[src/rtl/od_pkg.sv]
// Shared types for the obstacle-detection ultrasonic scheduler.
package od_pkg;

    typedef enum logic [2:0] {
        ST_IDLE,
        ST_TRIG,
        ST_WAIT_ECHO,
        ST_MEASURE,
        ST_REPORT,
        ST_GAP
    } od_state_e;

    localparam int OD_TIME_W = 23;

    typedef logic [OD_TIME_W-1:0] od_time_t;

    // Returns the index of the first set mask bit at or after 'start',
    // wrapping around within the first 'n' bits.  Bits at or above 'n'
    // are ignored.  Returns 0 when nothing is set; callers check the mask
    // for zero before trusting the result.
    function automatic logic [2:0] od_pick(input logic [7:0] mask,
                                           input logic [2:0] start,
                                           input int         n);
        logic [2:0] sel;
        logic       found;
        int         idx;
        sel   = '0;
        found = 1'b0;
        for (int i = 0; i < 8; i++) begin
            idx = int'(start) + i;
            if (idx >= n) begin
                idx = idx - n;
            end
            if ((i < n) && !found && mask[idx[2:0]]) begin
                sel   = idx[2:0];
                found = 1'b1;
            end
        end
        return sel;
    endfunction

endpackage

[src/rtl/od_sync2.sv]
// Parameterized-width two-flop synchronizer for asynchronous inputs.
module od_sync2 #(
    parameter int WIDTH = 1
) (
    input  logic             i_clk,
    input  logic             i_rst,
    input  logic [WIDTH-1:0] i_d,
    output logic [WIDTH-1:0] o_q
);

    logic [WIDTH-1:0] r_meta;
    logic [WIDTH-1:0] r_sync;

    // Two back-to-back flops give the first stage a full cycle to settle.
    always_ff @(posedge i_clk) begin
        if (i_rst) begin
            r_meta <= '0;
            r_sync <= '0;
        end else begin
            r_meta <= i_d;
            r_sync <= r_meta;
        end
    end

    assign o_q = r_sync;

endmodule

[src/rtl/od_ultrasonic_scheduler.sv]
// Round-robin scheduler sharing one echo-width timer among several
// HC-SR04-style sensors; one registered result per slot over valid/ready.
module od_ultrasonic_scheduler
    import od_pkg::*;
#(
    parameter int       NUM_SENSORS = 4,
    parameter int       TRIG_CYCLES = 500,
    parameter int       WAIT_MAX    = 1_500_000,
    parameter od_time_t ECHO_MAX    = 23'h7FFFFF,
    parameter int       GAP_CYCLES  = 3_000_000,
    localparam int      ID_W        = (NUM_SENSORS > 1) ? $clog2(NUM_SENSORS) : 1
) (
    input  logic                   i_clk,
    input  logic                   i_rst,
    input  logic                   i_enable,
    input  logic [NUM_SENSORS-1:0] i_sensor_mask,
    input  logic [NUM_SENSORS-1:0] i_echo,
    output logic [NUM_SENSORS-1:0] o_trig,
    output logic                   o_result_valid,
    input  logic                   i_result_ready,
    output logic [ID_W-1:0]        o_result_id,
    output od_time_t               o_result_time,
    output logic                   o_result_timeout,
    output logic                   o_busy
);

    od_state_e r_state;
    od_state_e w_stateNext;

    od_time_t  r_count;
    od_time_t  w_countNext;

    logic [ID_W-1:0] r_id;
    logic [ID_W-1:0] w_idNext;
    logic [ID_W-1:0] r_nextId;
    logic [ID_W-1:0] w_nextIdNext;

    logic [NUM_SENSORS-1:0] w_echoSync;
    logic [NUM_SENSORS-1:0] r_echoDly;
    logic                   w_echoSel;
    logic                   w_echoRise;

    logic [7:0]      w_maskExt;
    logic [2:0]      w_pick;
    logic [ID_W-1:0] w_pickId;
    logic            w_canStart;

    logic [NUM_SENSORS-1:0] r_trig;
    logic [NUM_SENSORS-1:0] w_trigNext;
    logic                   r_valid;
    logic                   r_busy;
    od_time_t               r_resTime;
    od_time_t               w_resTimeNext;
    logic                   r_resTimeout;
    logic                   w_resTimeoutNext;

    od_sync2 #(
        .WIDTH (NUM_SENSORS)
    ) u_echoSync (
        .i_clk (i_clk),
        .i_rst (i_rst),
        .i_d   (i_echo),
        .o_q   (w_echoSync)
    );

    // Edge detection compares each synced echo against its own delayed copy,
    // so an echo already high when a slot starts never looks like a rise.
    always_ff @(posedge i_clk) begin
        if (i_rst) begin
            r_echoDly <= '0;
        end else begin
            r_echoDly <= w_echoSync;
        end
    end

    assign w_echoSel  = w_echoSync[r_id];
    assign w_echoRise = w_echoSel & ~r_echoDly[r_id];

    assign w_maskExt  = 8'(i_sensor_mask);
    assign w_pick     = od_pick(w_maskExt, 3'(r_nextId), NUM_SENSORS);
    assign w_pickId   = ID_W'(w_pick);
    assign w_canStart = i_enable && (i_sensor_mask != '0);

    // State register.
    always_ff @(posedge i_clk) begin
        if (i_rst) begin
            r_state <= ST_IDLE;
        end else begin
            r_state <= w_stateNext;
        end
    end

    // Next-state logic; the single counter times TRIG, WAIT, MEASURE and GAP.
    always_comb begin
        w_stateNext      = r_state;
        w_countNext      = r_count;
        w_idNext         = r_id;
        w_nextIdNext     = r_nextId;
        w_resTimeNext    = r_resTime;
        w_resTimeoutNext = r_resTimeout;
        unique case (r_state)
            ST_IDLE: begin
                if (w_canStart) begin
                    w_idNext    = w_pickId;
                    w_countNext = '0;
                    w_stateNext = ST_TRIG;
                end
            end
            ST_TRIG: begin
                if (r_count == od_time_t'(TRIG_CYCLES - 1)) begin
                    w_countNext = '0;
                    w_stateNext = ST_WAIT_ECHO;
                end else begin
                    w_countNext = r_count + od_time_t'(1);
                end
            end
            ST_WAIT_ECHO: begin
                if (w_echoRise) begin
                    w_countNext = od_time_t'(1);
                    w_stateNext = ST_MEASURE;
                end else if (r_count == od_time_t'(WAIT_MAX - 1)) begin
                    w_resTimeNext    = '0;
                    w_resTimeoutNext = 1'b1;
                    w_stateNext      = ST_REPORT;
                end else begin
                    w_countNext = r_count + od_time_t'(1);
                end
            end
            ST_MEASURE: begin
                if (!w_echoSel) begin
                    w_resTimeNext    = r_count;
                    w_resTimeoutNext = 1'b0;
                    w_stateNext      = ST_REPORT;
                end else if (r_count == ECHO_MAX) begin
                    w_resTimeNext    = ECHO_MAX;
                    w_resTimeoutNext = 1'b1;
                    w_stateNext      = ST_REPORT;
                end else begin
                    w_countNext = r_count + od_time_t'(1);
                end
            end
            ST_REPORT: begin
                if (i_result_ready) begin
                    w_countNext  = '0;
                    w_nextIdNext = (r_id == ID_W'(NUM_SENSORS - 1)) ? '0 : r_id + ID_W'(1);
                    w_stateNext  = ST_GAP;
                end
            end
            ST_GAP: begin
                if (r_count == od_time_t'(GAP_CYCLES - 1)) begin
                    w_countNext = '0;
                    if (w_canStart) begin
                        w_idNext    = w_pickId;
                        w_stateNext = ST_TRIG;
                    end else begin
                        w_stateNext = ST_IDLE;
                    end
                end else begin
                    w_countNext = r_count + od_time_t'(1);
                end
            end
            default: begin
                w_stateNext = ST_IDLE;
            end
        endcase
        w_trigNext = (w_stateNext == ST_TRIG) ? (NUM_SENSORS'(1) << w_idNext) : '0;
    end

    // Datapath and output registers, loaded from the next-state decision so
    // every output changes on the same edge as the state it belongs to.
    always_ff @(posedge i_clk) begin
        if (i_rst) begin
            r_count      <= '0;
            r_id         <= '0;
            r_nextId     <= '0;
            r_trig       <= '0;
            r_valid      <= 1'b0;
            r_busy       <= 1'b0;
            r_resTime    <= '0;
            r_resTimeout <= 1'b0;
        end else begin
            r_count      <= w_countNext;
            r_id         <= w_idNext;
            r_nextId     <= w_nextIdNext;
            r_trig       <= w_trigNext;
            r_valid      <= (w_stateNext == ST_REPORT);
            r_busy       <= (w_stateNext != ST_IDLE);
            r_resTime    <= w_resTimeNext;
            r_resTimeout <= w_resTimeoutNext;
        end
    end

    assign o_trig           = r_trig;
    assign o_result_valid   = r_valid;
    assign o_result_id      = r_id;
    assign o_result_time    = r_resTime;
    assign o_result_timeout = r_resTimeout;
    assign o_busy           = r_busy;

endmodule

[config.mk]
export PLATFORM = sky130hd
export DESIGN_NAME = od_ultrasonic_scheduler
export DESIGN_NICKNAME = d
export VERILOG_FILES = /design/src/rtl/od_pkg.sv /design/src/rtl/od_sync2.sv /design/src/rtl/od_ultrasonic_scheduler.sv
export SDC_FILE = /design/constraint.sdc
export NUM_CORES = 1
export LEC_CHECK = 0
export ABC_AREA = 1
export CORE_UTILIZATION = 55
export DETAILED_ROUTE_END_ITERATION = 7
export PLACE_DENSITY = 0.88
export SETUP_SLACK_MARGIN = 0.2
export SYNTH_ARGS = -nofsm -noshare
export SYNTH_HDL_FRONTEND = slang
export SYNTH_HIERARCHICAL = 1
export SYNTH_SLANG_ARGS = --single-unit
export TNS_END_PERCENT = 5
[constraint.sdc]
create_clock -name i_clk -period 3.3 [get_ports i_clk]
set_input_delay 0.495 -clock i_clk [delete_from_list [all_inputs] [get_ports i_clk]]
set_output_delay 0.495 -clock i_clk [all_outputs]
set_load 0.03 [all_outputs]
; ---- Word level (Yosys, flattened, before mapping)
; Cells that the tools add are included.
[op_classes]
eq_ne = 20
n_mul = 0
div = 0
add_sub_neg = 9
mux = 56
n_reduce_logical = 16
n_lt_le_gt_ge = 9
shift = 1
bitwise = 3
[op_table]
columns = op, count
row1 = 2-to-1 mux 23 bit, 12
row2 = case mux 23 bit (6 select lines), 1
row3 = case mux 23 bit (2 select lines), 1
row4 = 2-to-1 mux 3 bit, 12
row5 = "adder 23 x 1 -> 23 bit, second input constant", 1
row6 = "equality test 23 x 21 -> 1 bit, second input constant", 1
row7 = "equality test 23 x 22 -> 1 bit, second input constant", 1
row8 = "equality test 23 bit, second input constant", 1
row9 = "equality test 23 x 9 -> 1 bit, second input constant", 1
row10 = case mux 3 bit (6 select lines), 1
row11 = "less-than comparator 3 x 4 -> 1 bit, second input constant", 4
row12 = 2-to-1 mux 1 bit, 14
row13 = 2-to-1 mux 2 bit, 7
row14 = binary-select mux 1 bit (select 3 bit), 4
row15 = "inequality test 2 bit, second input constant", 6
row16 = "equality test 3 bit, second input constant", 3
row17 = "greater-or-equal comparator 3 bit, second input constant", 3
row18 = "subtractor 3 bit, second input constant", 3
row19 = "adder 2 x 2 -> 3 bit, second input constant", 2
row20 = "equality test 3 x 1 -> 1 bit, second input constant", 2
row21 = "equality test 3 x 2 -> 1 bit, second input constant", 2
row22 = "inequality test 3 bit, second input constant", 2
row23 = AND reduction 6 bit, 1
row24 = nonzero test 6 bit, 1
row25 = other kinds (21), 28
[word_totals]
regBits = 72
in_bits = 12
ram_bits = 0
mem_count = 0
mem_bits_ro = 0
out_inout_bits = 32
latch_bits = 0
word_cells = 126

; ---- Depth between registers and ports, before layout
[depth]
ltp_word = 18
ltp_mapped = 14
mapped_depth_nobuf = 13

; ---- Cells and area by module
; The synthesis kept the hierarchy.
[by_module_without_submodules]
columns = module, cells_each, area_each_um2, seq_area_each_um2, n_inst
row1 = od_ultrasonic_scheduler, 705, 4175.3, 1281.2, 1
row2 = od_sync2, 25, 231.5, 160.2, 1

; ---- Worst setup path after synthesis
; No wires, ideal clock.
[synth_timing]
path_kind = reg2reg
start = register r_id[0], in the netlist o_result_id[0]
end = register r_count[18]
stages_incl_launch_ff = 14
slack_ns = 1.351
t_required_ns = 3.184
t_arrival_ns = 1.833
path_buffers = 2
setup_ns = 0.116
period_less_slack_ns = 1.949
path_cell_list = dfxtp_1 > buf_2 > nand2_1 > nand2_1 > nand2_1 > nand2_2 > nand2_2 > nand2_1 > nor2_2 > nor2_2 > nand2_2 > buf_6 > nor2_1 > nor2_1
[synth_via]
elab_chain_cells = 6
elab_cells_between_ends = 11
[synth_lines]
columns = element, line_no
row1 = "start, declared", od_ultrasonic_scheduler.sv:33  ; logic [ID_W-1:0] r_id;
row2 = "start signal, assigned", od_ultrasonic_scheduler.sv:183  ; r_id <= w_idNext;
row3 = binary-select mux 1 bit (select 2 bit), od_ultrasonic_scheduler.sv:77  ; assign w_echoRise = w_echoSel & ~r_echoDly[r_id];
row4 = 2-to-1 mux 1 bit (not written as such), od_ultrasonic_scheduler.sv:77
row5 = inverter 1 bit, od_ultrasonic_scheduler.sv:77
row6 = AND 1 bit, od_ultrasonic_scheduler.sv:77
row7 = inequality test 3 bit (no line) or 2-to-1 mux 23 bit (tied branches), -
row8 = AND reduction 6 bit (no line) or case mux 23 bit (6 select lines) (tied branches), -
row9 = "end signal, assigned", od_ultrasonic_scheduler.sv:182  ; r_count <= w_countNext;
row10 = "end, declared", od_ultrasonic_scheduler.sv:30  ; od_time_t r_count;
; Several ways; a longest one is shown, not always the timed one. The select of a mux whose other input is x is not followed.
; A chain may end at the register's enable or synchronous reset.

; ---- Worst setup path after layout
[layout_timing]
start = register r_id[0], in the netlist o_result_id[0]
end = register r_count[17]
; Same word-level chain as after synthesis.

==> run_results.csv <==
group,metric,value,unit
setup_path,crit_path_start_kind,"register",
cts,cts_tree,"yes",
detailed_routing,wl_per_cell,15.05,um
setup_path,end_kind,"register",
cts,cts_resized,0,
cells_and_area,post_route_cells_drive_above_1_share,0.06797,
place,gp_congestion,0.9574,
cts,cts_hold_buffers,0,
floorplanning,core_area,0.007727,mm^2
hold_path,min_path_type,"register to register",
logic_synthesis,synth_warnings,6,
cells_and_area,fin_nets,775,
floorplanning,die-area,0.008374,mm^2
cts,cts_inserted_buffers,9,
cells_and_area,final_util,0.6529,
pwr,p_leak,0.002133,uW
logic_synthesis,netlist_top_cells_area,"dfxtp_1 (33%), nand2_1 (17%), nand3_1 (10%)",
sta,finalClockSkew,0.01619,ns
sta,hold_viol_final,0,
global_routing,grt_pass1_wl,21560,um
cells_and_area,instances_no_fill,867,
setup_path,cp_common_cell,"nand2_1",
detailed_routing,routed_wl,13050,um
logic_synthesis,syn_area,0.004407,mm^2
detailed_routing,firstDrtPassIters,6,
logic_synthesis,synth_top_cell_by_area,"dfxtp_1",
sta,fin_crit_sh,0.7601,
setup_path,cp_num_buf_inv,1,
detailed_routing,drt_iter0_drc,332,
cts,clk_pin_slew_worst_paths,0.08,ns
setup_path,crit_chain,"inv_2 -> nand2_1 -> nand3_1 -> nand2_1 -> nand2_2 -> nand3_1 -> nand2_1 -> nor2_4 -> nand2_1 -> nand2_1 -> nor2_1",
cells_and_area,diodes,0,
global_routing,grt_pass1_vias,4696,
setup_path,worstRegToRegCells,11,
logic_synthesis,ys_seq_elements,72,
global_routing,grt.total_usage,0.3239,
sta,rsz0062_at_grt,"no",
logic_synthesis,synth_edf_count,0,
hold_path,worstHoldPathCells,2,
detailed_routing,viasPerCell,5.626,
global_routing,grt_max_degree,30,
run,cap_viol_max_count,0,
setup_path,worst_path_dominant_cell_family,"simple AND/OR/NAND/NOR gates",
cts,ctsLongestPathBuffers,2,
place,dp.cells,851,
detailed_routing,vias,4878,
pwr,pwr_density_cell,355.1,mW/mm^2
setup_path,crit_required,3.53,ns
logic_synthesis,ys_seq_area_frac,0.3271,
setup_path,slowest_stage,"dfxtp_1",
setup_path,cp_num_cells,11,
logic_synthesis,synth.top_cell.area_share,0.3271,
sta,setup_viol,0,
logic_synthesis,yosys-top-cells-count,"nand2_1 (196), nor2_1 (109), nand3_1 (89)",
sta,worstMarginPinSlew,0.5340,ns
cts,cts_htree_levels,3,
sta,slew_headroom,0.6440,
detailed_routing,drc,0,
place,port_buffers,43,
floorplanning,num_io_pins,44,
logic_synthesis,synth.distinct_cells,35,
pwr,finalPower,1792,uW
logic_synthesis,syn_avg_cell_area,6.037,um^2
setup_path,arrival,2.74,ns
floorplanning,row_count,32,
run_status,run_status,"completed",
logic_synthesis,syn_nets,745,
place,dpl.hpwl,9527,um
pwr,ir_worst_vdd,0.3480,mV
global_routing,antenna_found_initial,0,
detailed_routing,drtAntennaViolNets,0,
setup_path,critical_path_peak_fanout,16,
cells_and_area,syn_to_final_growth,14.48,%
logic_synthesis,synth_cells,730,
floorplanning,start_util,0.5703,
logic_synthesis,yosysMostFrequentCell,"nand2_1",
cts,post_cts_buffers,0,
sta,final.setup.tns,0,ns
cts,root_buffer,"clkbuf_8",
cts,clkLatencyLatePin,0.35,ns
setup_path,path_class,"register to register",
setup_path,critical_path.max_stage_delay,0.54,ns
sta,drv_slew,0,
logic_synthesis,synthArstFlopShare,0,
sta,period_needed,2.508,ns
logic_synthesis,ys.flop_type,"dfxtp_1",
cts,clock-sinks,72,
sta,max_freq,398.7,MHz
floorplanning,die_y,91.51,um
global_routing,grt_overflow,0,
floorplanning,die_width,91.51,um
==> power breakdown <==
part | switching (uW) | leakage (uW) | total, uW | internal (uW)
clock | 359 | 0.0000989 | 731 | 372
combinational | 114 | 0.00145 | 166 | 52.7
sequential | 11.8 | 0.000583 | 894 | 882
total | 485 | 0.00213 | 1790 | 1310
==> through the flow <==
stage	instance area, um^2	setup slack [ns]	hold WS [ns]
after floorplan	4407	1.351	0.3883
after global placement	4840	0.7648	0.3921
after detailed placement	4840	0.6882	0.3982
after CTS	5045	0.8595	0.4119
after global routing	5045	0.5731	0.4230
final	5045	0.7915	0.4089
==> routing by layer <==
metal,track usage,vias to the layer above,part of all wire
li1,-,2396,-
met1,0.3885,2212,0.41
met2,0.5614,224,0.48
met3,0.05193,46,0.073
met4,0.1534,0,0.031
met5,0,-,0
==> path summary, 6_finish.rpt <==
check                        from  slack, ns           endpoint
min reg2reg  u_echoSync/r_meta[0]       0.41  u_echoSync/o_q[0]
max                o_result_id[0]       0.79        r_count[17]
max reg2reg        o_result_id[0]       0.79        r_count[17]
min          u_echoSync/r_meta[0]       0.41  u_echoSync/o_q[0]
==> state kept, by name (all words and copies together) (netlist names) <==
name               cells
o_busy                 1
o_result_id            2
o_result_time         23
o_result_timeout       1
o_result_valid         1
o_trig                 4
r_count               23
r_echoDly              4
r_nextId               2
r_state                3
u_echoSync/o_q         4
u_echoSync/r_meta      4
==> layout make-up <==
class	count	area, um^2
clock buffer	10	137.6
clock inverter	6	67.56
tap	102	127.6
sequential	72	1441
inverter	87	329.1
fill	733	2683
timing repair buffer	50	478.0
multi-input combinational	540	2464
==> cell usage in the layout (no fill, tap or decap), types with 2 or more instances in the layout <==
cell type	instances
inv_2	5
nand4_1	23
ha_1	3
nor2_4	4
a21oi_1	42
clkdlybuf4s50_1	42
dfxtp_1	72
nor2_2	7
o21ai_1	4
xor2_1	2
nor2_1	109
buf_4	7
o21ai_0	35
clkinv_2	3
nand3_1	89
nand2_2	6
inv_1	79
nor3_1	9
clkinvlp_4	2
clkbuf_8	10
nand2_1	196
==> worst min-delay path, cell delays in order, from the launching register on <==
cell and delay (ns):
dfxtp_1 0.30, inv_1 0.04, nor2_1 0.03
==> cell families (layout without fill, tap and decap cells) <==
group,after synthesis,count (layout),synth area share
AOI/OAI and AO/OA,85,85,0.09909
xor gates and xnor gates,3,3,0.005964
adders and majority gates,3,3,0.008519
buffers and inverters,118,153,0.1139
DFF,72,72,0.3271
and+or+nand+nor,449,449,0.4455
No activity file was read; power rests on OpenSTA's default activity.
